$ cat config.mk
export PLATFORM = sky130hd
export DESIGN_NAME = sdp_ram_be
export DESIGN_NICKNAME = d
export VERILOG_FILES = /design/src/rtl/sdp_ram_be.sv
export SDC_FILE = /design/constraint.sdc
export NUM_CORES = 1
export LEC_CHECK = 0
export CORE_ASPECT_RATIO = 1.25
export CORE_UTILIZATION = 40
export CTS_CLUSTER_DIAMETER = 100
export DETAILED_ROUTE_END_ITERATION = 10
export PLACE_DENSITY = 0.55
export SLEW_MARGIN = 5
export SYNTH_ARGS = -nofsm -noshare
export SYNTH_HDL_FRONTEND = slang
export SYNTH_SLANG_ARGS = --single-unit
$ cat constraint.sdc
create_clock -name clk -period 3.15 [get_ports clk]
set_input_delay 0.63 -clock clk [delete_from_list [all_inputs] [get_ports clk]]
set_output_delay 0.63 -clock clk [all_outputs]
set_load 0.02 [all_outputs]
$ cat src/rtl/sdp_ram_be.sv
// Simple-dual-port RAM with byte-enable writes, 1- or 2-cycle read latency,
// selectable read-during-write result, post-reset hardware clear and range checking.
module sdp_ram_be #(
  parameter  int DATA_W   = 32,
  parameter  int ADDR_W   = 4,
  parameter  int DEPTH    = 16,
  parameter  int RD_LAT   = 1,
  parameter  int RDW_MODE = 0,
  localparam int BE_W     = DATA_W / 8
) (
  input  logic              clk,
  input  logic              rst,
  input  logic              en,
  input  logic              wr_en,
  input  logic [ADDR_W-1:0] wr_addr,
  input  logic [DATA_W-1:0] wr_data,
  input  logic [BE_W-1:0]   wr_be,
  input  logic              rd_en,
  input  logic [ADDR_W-1:0] rd_addr,
  output logic [DATA_W-1:0] rd_data,
  output logic              rd_valid,
  output logic              busy,
  output logic              addr_err
);

  // Handshake: there is no back-pressure. A request is taken on a rising edge
  // when the RAM is out of its clear phase (busy=0), en=1 and wr_en/rd_en=1;
  // rd_valid is a one-cycle qualifier for rd_data and cannot be stalled.

  typedef enum logic {ST_CLEAR, ST_RUN} state_t;

  localparam logic [ADDR_W:0]   DEPTH_C = (ADDR_W+1)'(DEPTH);
  localparam logic [ADDR_W-1:0] LAST_C  = ADDR_W'(DEPTH - 1);

  state_t              state_q, state_d;
  logic [ADDR_W-1:0]   ptr_q, ptr_d;
  logic                clr_we;

  logic [DATA_W-1:0]   mem_q [DEPTH];

  logic                wr_acc, rd_acc, wr_ok, rd_ok;
  logic [DATA_W-1:0]   rd_word;

  logic                s1_valid_q;
  logic [DATA_W-1:0]   s1_data_q;
  logic                rd_valid_q;
  logic [DATA_W-1:0]   rd_data_q;
  logic                err_pend_q, addr_err_q;

  always_ff @(posedge clk or posedge rst) begin
    if (rst) begin
      state_q <= ST_CLEAR;
      ptr_q   <= '0;
    end else begin
      state_q <= state_d;
      ptr_q   <= ptr_d;
    end
  end

  always_comb begin
    state_d = state_q;
    ptr_d   = ptr_q;
    clr_we  = 1'b0;
    case (state_q)
      ST_CLEAR: begin
        clr_we = 1'b1;
        if (ptr_q == LAST_C) begin
          state_d = ST_RUN;
          ptr_d   = '0;
        end else begin
          ptr_d = ptr_q + ADDR_W'(1);
        end
      end
      ST_RUN:  state_d = ST_RUN;
      default: state_d = ST_CLEAR;
    endcase
  end

  assign wr_acc = (state_q == ST_RUN) && en && wr_en;
  assign rd_acc = (state_q == ST_RUN) && en && rd_en;
  assign wr_ok  = ({1'b0, wr_addr} < DEPTH_C);
  assign rd_ok  = ({1'b0, rd_addr} < DEPTH_C);

  // Storage is not reset; the clear phase zeroes it one word per edge.
  always_ff @(posedge clk) begin
    if (clr_we) begin
      mem_q[ptr_q] <= '0;
    end else if (wr_acc && wr_ok) begin
      for (int k = 0; k < BE_W; k++) begin
        if (wr_be[k]) mem_q[wr_addr][8*k +: 8] <= wr_data[8*k +: 8];
      end
    end
  end

  // Old-data mode falls out of reading the array before the edge; new-data
  // mode forwards the enabled write bytes over the stored word.
  always_comb begin
    rd_word = '0;
    if (rd_ok) begin
      rd_word = mem_q[rd_addr];
      if (RDW_MODE == 1 && wr_acc && wr_ok && wr_addr == rd_addr) begin
        for (int k = 0; k < BE_W; k++) begin
          if (wr_be[k]) rd_word[8*k +: 8] = wr_data[8*k +: 8];
        end
      end
    end
  end

  always_ff @(posedge clk or posedge rst) begin
    if (rst) begin
      s1_valid_q <= 1'b0;
      s1_data_q  <= '0;
      rd_valid_q <= 1'b0;
      rd_data_q  <= '0;
      err_pend_q <= 1'b0;
      addr_err_q <= 1'b0;
    end else begin
      s1_valid_q <= rd_acc;
      if (rd_acc) s1_data_q <= rd_word;
      if (RD_LAT == 1) begin
        rd_valid_q <= rd_acc;
        if (rd_acc) rd_data_q <= rd_word;
      end else begin
        rd_valid_q <= s1_valid_q;
        if (s1_valid_q) rd_data_q <= s1_data_q;
      end
      err_pend_q <= (wr_acc && !wr_ok) || (rd_acc && !rd_ok);
      addr_err_q <= err_pend_q;
    end
  end

  assign rd_data  = rd_data_q;
  assign rd_valid = rd_valid_q;
  assign addr_err = addr_err_q;
  assign busy     = (state_q == ST_CLEAR);

endmodule

# --- Yosys cells after proc, flatten, opt, wreduce, memory -nomap -nowiden ---
# Memory sizes are Yosys's and may differ from the RTL's. A register that Yosys moved wholly into a read port is not among the register bits.
# Index checks and enable logic that the tools add are counted.
word_totals:
  in_bits: 49
  rom_bits: 0
  latchBits: 0
  reg_bits: 6
  memories: 1
  out_inout_bits: 35
  mem_bits_rw: 512
mem_list:
  columns: ["name", "words", "word_bits", "read_ports", "rd_clocked_by_memory_dff", "wr", "line", "text"]
  rows:
  - ["mem_q", 16, 32, 1, 1, 1, "39", "logic [DATA_W-1:0] mem_q [DEPTH];"]
classes:
  n_bitwise: 1
  n_eq_ne: 1
  shift: 0
  add_sub_neg: 1
  n_reduce_logical: 4
  mul: 0
  magnitude_cmp: 0
  muxes: 23
  n_div: 0
op_table:
  columns: ["cell", "n"]
  rows:
  - ["$mux W32", 1]
  - ["$reduce_or A32 Y1", 1]
  - ["$mux W1", 18]
  - ["$mux W4", 3]
  - ["$add A4 B1 Y4 const B", 1]
  - ["$eq A4 B4 Y1 const B", 1]
  - ["$logic_and A1 B1 Y1", 3]
  - ["$pmux W1 S2", 1]
  - ["$not A1 Y1", 1]

# --- Depth between registers and ports, before layout ---
logic_depth:
  depth_word: 7
  depth_mapped: 7
  mapped_depth_nobuf: 4

# --- Worst setup path after synthesis ---
# Ideal clock, no wire load.
synth_timing:
  path_type: "in2reg"
  startpoint: "input wr_be[1]"
  endpoint: "memory mem_q[10][24], enable pin"
  path_slack_ps: 162
  stages: 7
  arrival_ps: 2604
  n_path_buf: 3
  t_required_ps: 2767
  cell_sequence: "or4_1 -> and3_1 -> buf_6 -> buf_6 -> mux2i_4 -> buf_6 -> nor3_1"
synth_via:
  elab_chain_len: 6
  elab_cells_between_ends: 7
  classes_between: "6 x mux; 1 x reduce/logical"
synth_rtl:
  columns: ["element", "line", "text"]
  rows:
  - ["start, declared", "17", "input logic [BE_W-1:0] wr_be,"]
  - ["$mux W1 *", "90", "if (wr_be[k]) mem_q[wr_addr][8*k +: 8] <= wr_data[8*k +: 8];"]
  - ["$mux W1 *", "88", "end else if (wr_acc && wr_ok) begin"]
  - ["$mux W1 *", "86", "if (clr_we) begin"]
  - ["$mux W1 (not written as such) *", "90", null]
  - ["$reduce_or A32 Y1 (no source line) *", null, null]
  - ["$mux W4 (no source line)", null, null]
  - ["end, declared", "39", null]
# Mark *: on every way between the ends. The rest lies on a longest branch, timed or not.

# --- Worst setup path in the final report ---
layout_timing:
  startpoint: "input wr_be[1]"
  endpoint: "memory mem_q[0][3], enable pin"
# The elaborated chain is that of the path after synthesis.

==> impl_metrics.py <==
metrics = {
    "final_layout": {
        "fin_area_sq_um": 26200,
        "antenna_cells": 0,
        "mostFrequentLayoutCells": "edfxtp_1, mux2i_1, buf_4",
        "layout_commonest_cell": "edfxtp_1",
        "finalNonFillerCells": 2169,
        "area_growth_pct": 20.7,
        "layout-drive-gt1-share": 0.214,
        "layout.nets": 1448,
    },
    "power_and_ir_drop": {
        "vdd_ir_drop_max_mv": 0.381,
        "clockPowerShare": 0.417,
        "p_sw_frac": 0.212,
        "p_comb_frac": 0.065,
        "total_power_mw": 15.6,
        "p_int_mw": 12.3,
        "seqPwrFrac": 0.518,
        "p_per_area_nw_per_um2": 595,
        "power_leakage_nw": 9.78,
        "p_switching_mw": 3.30,
    },
    "clocking": {
        "htreeDepth": 2,
        "cts.path.max_buffers": 3,
        "ctsHoldBuffers": 0,
        "post_cts.repair.setup_buffers": 0,
        "cts_root_buf": "clkbuf_16",
        "cts_resized": 0,
        "cts_tree": "done",
        "cts_made_buffers": 52,
        "clock-sinks": 550,
        "insertion_delay_ns": 0.60,
        "cts.reportedPaths.clkPinSlew_ns": 0.06,
    },
    "logic_synthesis": {
        "synthMuxAreaShare": 0.134,
        "syn_inst": 1200,
        "synth_top_family_by_area": "multiplexers",
        "synth_compound_area_frac": 0.0392,
        "yosysSeqAreaShare": 0.753,
        "ys_async_sr_fraction": 0.0691,
        "synth_xor_xnor_area_share": 0.000404,
        "synth_warnings": 0,
        "syn_area_per_cell_sq_um": 18.1,
        "syn_area_sq_um": 21700,
        "ys_ff_latch": 550,
        "synth-simple-area-share": 0.0543,
        "ys_types": 34,
        "synth_fa_ha_area_frac": 0.000577,
        "synth.area.top_cells": "edfxtp_1, mux4_2, mux2i_1, dfrtp_1, a22oi_1",
        "yosys.area.top_type_share": 0.710,
        "synth_area_leader_cell": "edfxtp_1",
        "synthFlopType": "edfxtp_1",
        "syn-num-nets": 1250,
        "synth-edff-count": 512,
    },
    "detailed_routing": {
        "drtPass1Iterations": 5,
        "totalWireLength_mm": 53.1,
        "post-route-drc-count": 0,
        "ant_nets": 0,
        "vias_per_cell": 5.23,
        "drtIter0Drc": 604,
        "avgRoutedWirePerCell_um": 24.5,
        "vias": 11400,
    },
    "floorplanning": {
        "num_rows": 95,
        "die_w_um": 210,
        "ios": 84,
        "initial_core_util": 0.404,
        "dieArea_sq_um": 55100,
        "core_sq_um": 53600,
        "die_h_um": 262,
    },
    "timing": {
        "period_minus_slack_ns": 2.71,
        "setup_tns_ns": 0,
        "setup_slack_ns": 0.441,
        "hold_viol_final": 0,
        "slew_violations": 0,
        "slew_headroom": 0.249,
        "rsz0062_at_grt": "no",
        "fmax_mhz": 369,
        "fin_crit_sh": 0.860,
        "clock_skew_ns": 0.0248,
        "finalSetupViolations": 0,
        "tightest_slew_ns": 1.12,
    },
    "grt": {
        "grt_overflow": 0,
        "antenna_found_initial": 1,
        "track_usage": 0.197,
        "grt.met1_usage": 0.243,
        "grt_use_met3": 0.0255,
        "grt_pass1_vias": 12100,
        "grtUsageMet2": 0.348,
        "top_usage_layer": "met2",
        "grt_start_max_net_pins": 38,
        "grt_pass1_wl_mm": 78.7,
    },
    "critical_path": {
        "crit_fanout": 16,
        "cp_slowest_cell": "mux2i_4",
        "start_kind": "input port",
        "path_cells": "clkdlybuf4s50_1, or4_1, and3_2, buf_12, mux2i_4, nor3_1, buf_4",
        "crit_path_max_incr_delay_ns": 0.66,
        "cp-end-kind": "register",
        "cp.arrival_ns": 3.05,
        "cp_top_family": "simple AND/OR/NAND/NOR gates",
        "cp_data_required_time_ns": 3.49,
        "critPathKind": "input port to register",
        "cp_num_buf_inv": 3,
    },
    "placement": {
        "pre_cts_ws_ns": -0.169,
        "dp_hpwl_mm": 35.3,
        "port_buffers": 82,
        "dp.cells": 2071,
        "gp_congestion": 0.784,
        "place_area_sq_um": 24400,
    },
    "run_status": {
        "status": "finished, final reports clean",
    },
    "min_path": {
        "hold_path.class": "input port to asynchronous set/reset pin",
    },
    "run": {
        "maxCapViolations": 0,
    },
}
-- kinds of logic (layout without fill, tap and decap cells) --
kind of cell | count (synthesis) | after routing
other cells | 1 | 1
buf+inv | 80 | 322
compound gates | 129 | 129
mux | 203 | 203
flops | 550 | 550
fa+ha+maj | 1 | 1
xor+xnor | 1 | 1
simple gates | 235 | 235
-- per-layer routing --
layer  part of all wire  up-vias  routed length (um)
met1               0.40     5821               21300
met5                  0        -                   0
li1                   -     5174                   -
met2               0.53      270               28000
met4              0.035        0                1840
met3              0.037       89                1970
-- metrics by stage --
stage / utilization / hold slack [ns]
detailed placement: 0.455 / 0.498
global placement: 0.455 / 0.485
global route: 0.488 / 0.421
floorplan: - / 0.519
finish: 0.488 / 0.409
CTS: 0.488 / 0.392
-- area by class of cell --
cell class                      instances  area [sq um]
Clock buffer                           63          1400
Clock inverter                         35           382
Fill cell                            4414         27500
Inverter                                3          11.3
Multi-Input combinational cell        570          4970
Sequential cell                       550         16300
Tap cell                              727           910
Timing Repair Buffer                  221          2150
-- synth_stat cells (2+ instances only) --
library cell and n:
clkbuf_1 42, nand4_1 21, nor3_1 57, a22oi_1 64
nor2b_1 12, a31oi_1 31, buf_6 9, mux2_4 2
and2_1 35, nand3_1 3, mux2i_1 132, nand2_1 61
buf_1 4, mux2i_4 6, nor3_2 7, nor2_1 37
buf_2 21, dfrtp_1 38, a21oi_1 30, edfxtp_1 512
o21ai_0 2, mux4_2 62
-- worst paths after layout --
path | start | end | slack [ns] | cells after the start
worst max-delay path | wr_be[1] | mem_q[0][3] | 0.44 | 7
worst max register to register | state_q | mem_q[0][3] | 0.71 | 5
max in group asynchronous | rst | rd_data[21] | 2.30 | 3
worst min-delay path | rst | rd_data[11] | 0.41 | 3
min in group clk | rd_data[25] | rd_data[25] | 0.52 | 2
worst min register to register | rd_data[25] | rd_data[25] | 0.52 | 2
-- worst register-to-register path: stages, from the launching register on --
cell	delay (ns)
dfrtp_1	0.56
and3_2	0.41
buf_12	0.17
mux2i_4	0.70
nor3_1	0.12
buf_4	0.22
-- power by group through the flow --
stage	clock network (mW)	logic (mW)	registers, mW
after floorplan	0	0.451	8.28
after global placement	0	1.03	8.22
after detailed placement	0	1.03	8.22
after CTS	6.61	1.03	8.07
after global routing	6.86	1.08	8.07
final	6.48	1.01	8.07
-- registers in the layout (all words and copies together), names as in the netlist --
name      flops
mem_q       512
rd_data      32
ptr_q         4
rd_valid      1
state_q       1
Power figures use the tool's default switching activity.
==> variant: new RTL, same settings <==
Put one more register stage on the output `rd_data`, with the module's reset. The value now appears one clock later. The other outputs are not delayed to match. Comments in the files are not updated.
--- a/src/rtl/sdp_ram_be.sv
+++ b/src/rtl/sdp_ram_be.sv
@@ -129,7 +129,13 @@
     end
   end
 
-  assign rd_data  = rd_data_q;
+  always_ff @(posedge clk or posedge rst) begin
+    if (rst) begin
+      rd_data <= '0;
+    end else begin
+      rd_data <= rd_data_q;
+    end
+  end
   assign rd_valid = rd_valid_q;
   assign addr_err = addr_err_q;
   assign busy     = (state_q == ST_CLEAR);
Function: same outputs for any inputs over 4 cycles, from zero or initial values and one cycle with rst high; that may be too few to reach the edited logic, so the function may still have changed.
==> variant against the unedited design <==
- power grew 5.2%
- largest cell class unchanged
- die area up 3.7%
- synthesized area increased by 3.7%
- sequential cell count rose by 32
- wire length up 1.2%
- cell area is 4.4% higher
- setup slack improved by 0.015 ns
- highest routed layer is now met5
- non-clock buffer count grew 9
- sequential power increased by 5.9%
- critical endpoint is now mem_q[5][11]
==> variant: results (changes against the unedited design) <==
stage	metric	value	unit	change
synth	syn_area_per_cell	18.2	um^2	+0.95%
synth	sequential fraction of the synthesis area	0.762		+0.00858
sta	min setup slack post-route	0.456	ns	+0.0155 ns
power	VDD IR-drop max	469	uV	+23%
worst_hold_path	worst hold start	rd_data_q[25]		
global_route	grt met3 use	0.0269		+0.00140
placed_design	dpl cell area	25500	um^2	+4.4%
final_layout	Layout Cells excl Fill	2223		+2.5%
setup_path	WP data arrival	3.03	ns	-0.02 ns
synth	Post-Synth Adder-Cell Area	0.000557		-0.0000207
sta	Max transition margin	0.414		+0.164
setup_path	Worst path max stage delay	0.69	ns	+0.03 ns
synth	largest cells by area after synthesis	edfxtp_1 68%, dfrtp_1 7.8%, mux4_2 6.2%		
clocking	CTS Buf Count	54		+3.8%
routing	Starting DRT DRC Count	872		+44%
sta	skew final	0.0123	ns	-0.0124 ns
final_layout	final non-filler cell area	27300	um^2	+4.4%
placed_design	pre-CTS setup slack	-0.120	ns	+0.0490 ns
synth	#FFs+latches synth	582		+5.8%
routing	WL met2	26800	um	-4.4%
synth	area share of xor/xnor cells in the synthesized design	0.000390		-0.0000145
routing	via count	11700		+3.3%
power	Static Leak	10.3	nW	+5.2%
global_route	first-pass GRT wire length	80300	um	+2.0%
clocking	Worst-Skew Late Latency	0.58	ns	-0.02 ns
routing	metal1 wirelength	23700	um	+11%
sta	Fin. Hold Viols	0		unchanged
final_layout	layout cells sized above 1	0.214		-0.000432
final_layout	Seq/total area	0.627		+0.00292
sta	Hold Slack	0.375	ns	-0.0337 ns
global_route	M1 GR Usage	0.259		+0.0158
final_layout	Clock buf/inv share	0.0680		-0.000275
status	status	completed		
final_layout	Final #Nets	1491		+3.0%
final_layout	# diodes	1		+1
global_route	pin count of the biggest net entering global routing	48		+26%
placed_design	DP Wirelength	35100	um	-0.43%
placed_design	global placement routability congestion	0.780		-0.61%
worst_hold_path	worst min path class	reg -> reg		
power	sw frac	0.208		-0.00337
setup_path	critical path endpoint	mem_q[5][11]		
routing	wire length on met3	2250	um	+14%
final_layout	Layout non-clock buf frac	0.0885		+0.00633
final_layout	layout clock buffer count	75		+19%
synth	Cell variety after synth	35		+2.9%
synth	Compound-Gate Fraction of Synth Area	0.0377		-0.00146
synth	multiplexer share of the synthesized area	0.129		-0.00480
final_layout	non-clock buffer total of the final layout	230		+4.1%
final_layout	fillers	4622		+4.7%
setup_path	Setup crit start	wr_be[2]		
global_route	met2 Track Usage GR	0.325		-0.0233
routing	routed wire length	53800	um	+1.2%
synth	async set-reset flop share out of synthesis	0.120		+0.0512
floorplanning	die area	57100	um^2	+3.7%
setup_path	R2R Path End	mem_q[5][11]		
routing	top routing layer in use	met5		
setup_path	Reg2Reg Setup Slack	0.92	ns	+0.21 ns
==> variant: cell types whose count changed in the layout (fill, tap and decap cells not counted), moves of 2 or more <==
cell,unedited run,this run
buf_4,117,110
dfrtp_1,38,70
a21oi_1,30,27
buf_12,23,39
inv_6,2,0
clkbuf_1,6,15
nand2_1,61,63
clkinv_1,12,7
clkinv_4,2,0
clkbuf_16,53,57
==> variant: kinds of logic (layout without fill, tap and decap cells) <==
family                   Yosys count  count (layout)
buffers and inverters             81             335
AO/OA/AOI/OAI                    128             128
AND/OR/NAND/NOR                  236             236
adder cells (fa/ha/maj)            1               1
other                              1               2
flip-flops                       582             582
multiplexers                     203             203
XOR/XNOR                           1               1
==> variant: power groups by stage <==
stage               sequential [mW]  clock, mW  combinational, mW
floorplan                      8.77          0              0.458
global placement               8.72          0               1.07
detailed placement             8.72          0               1.08
CTS                            8.56       6.88               1.08
global route                   8.56       7.18               1.13
finish                         8.55       6.77               1.06
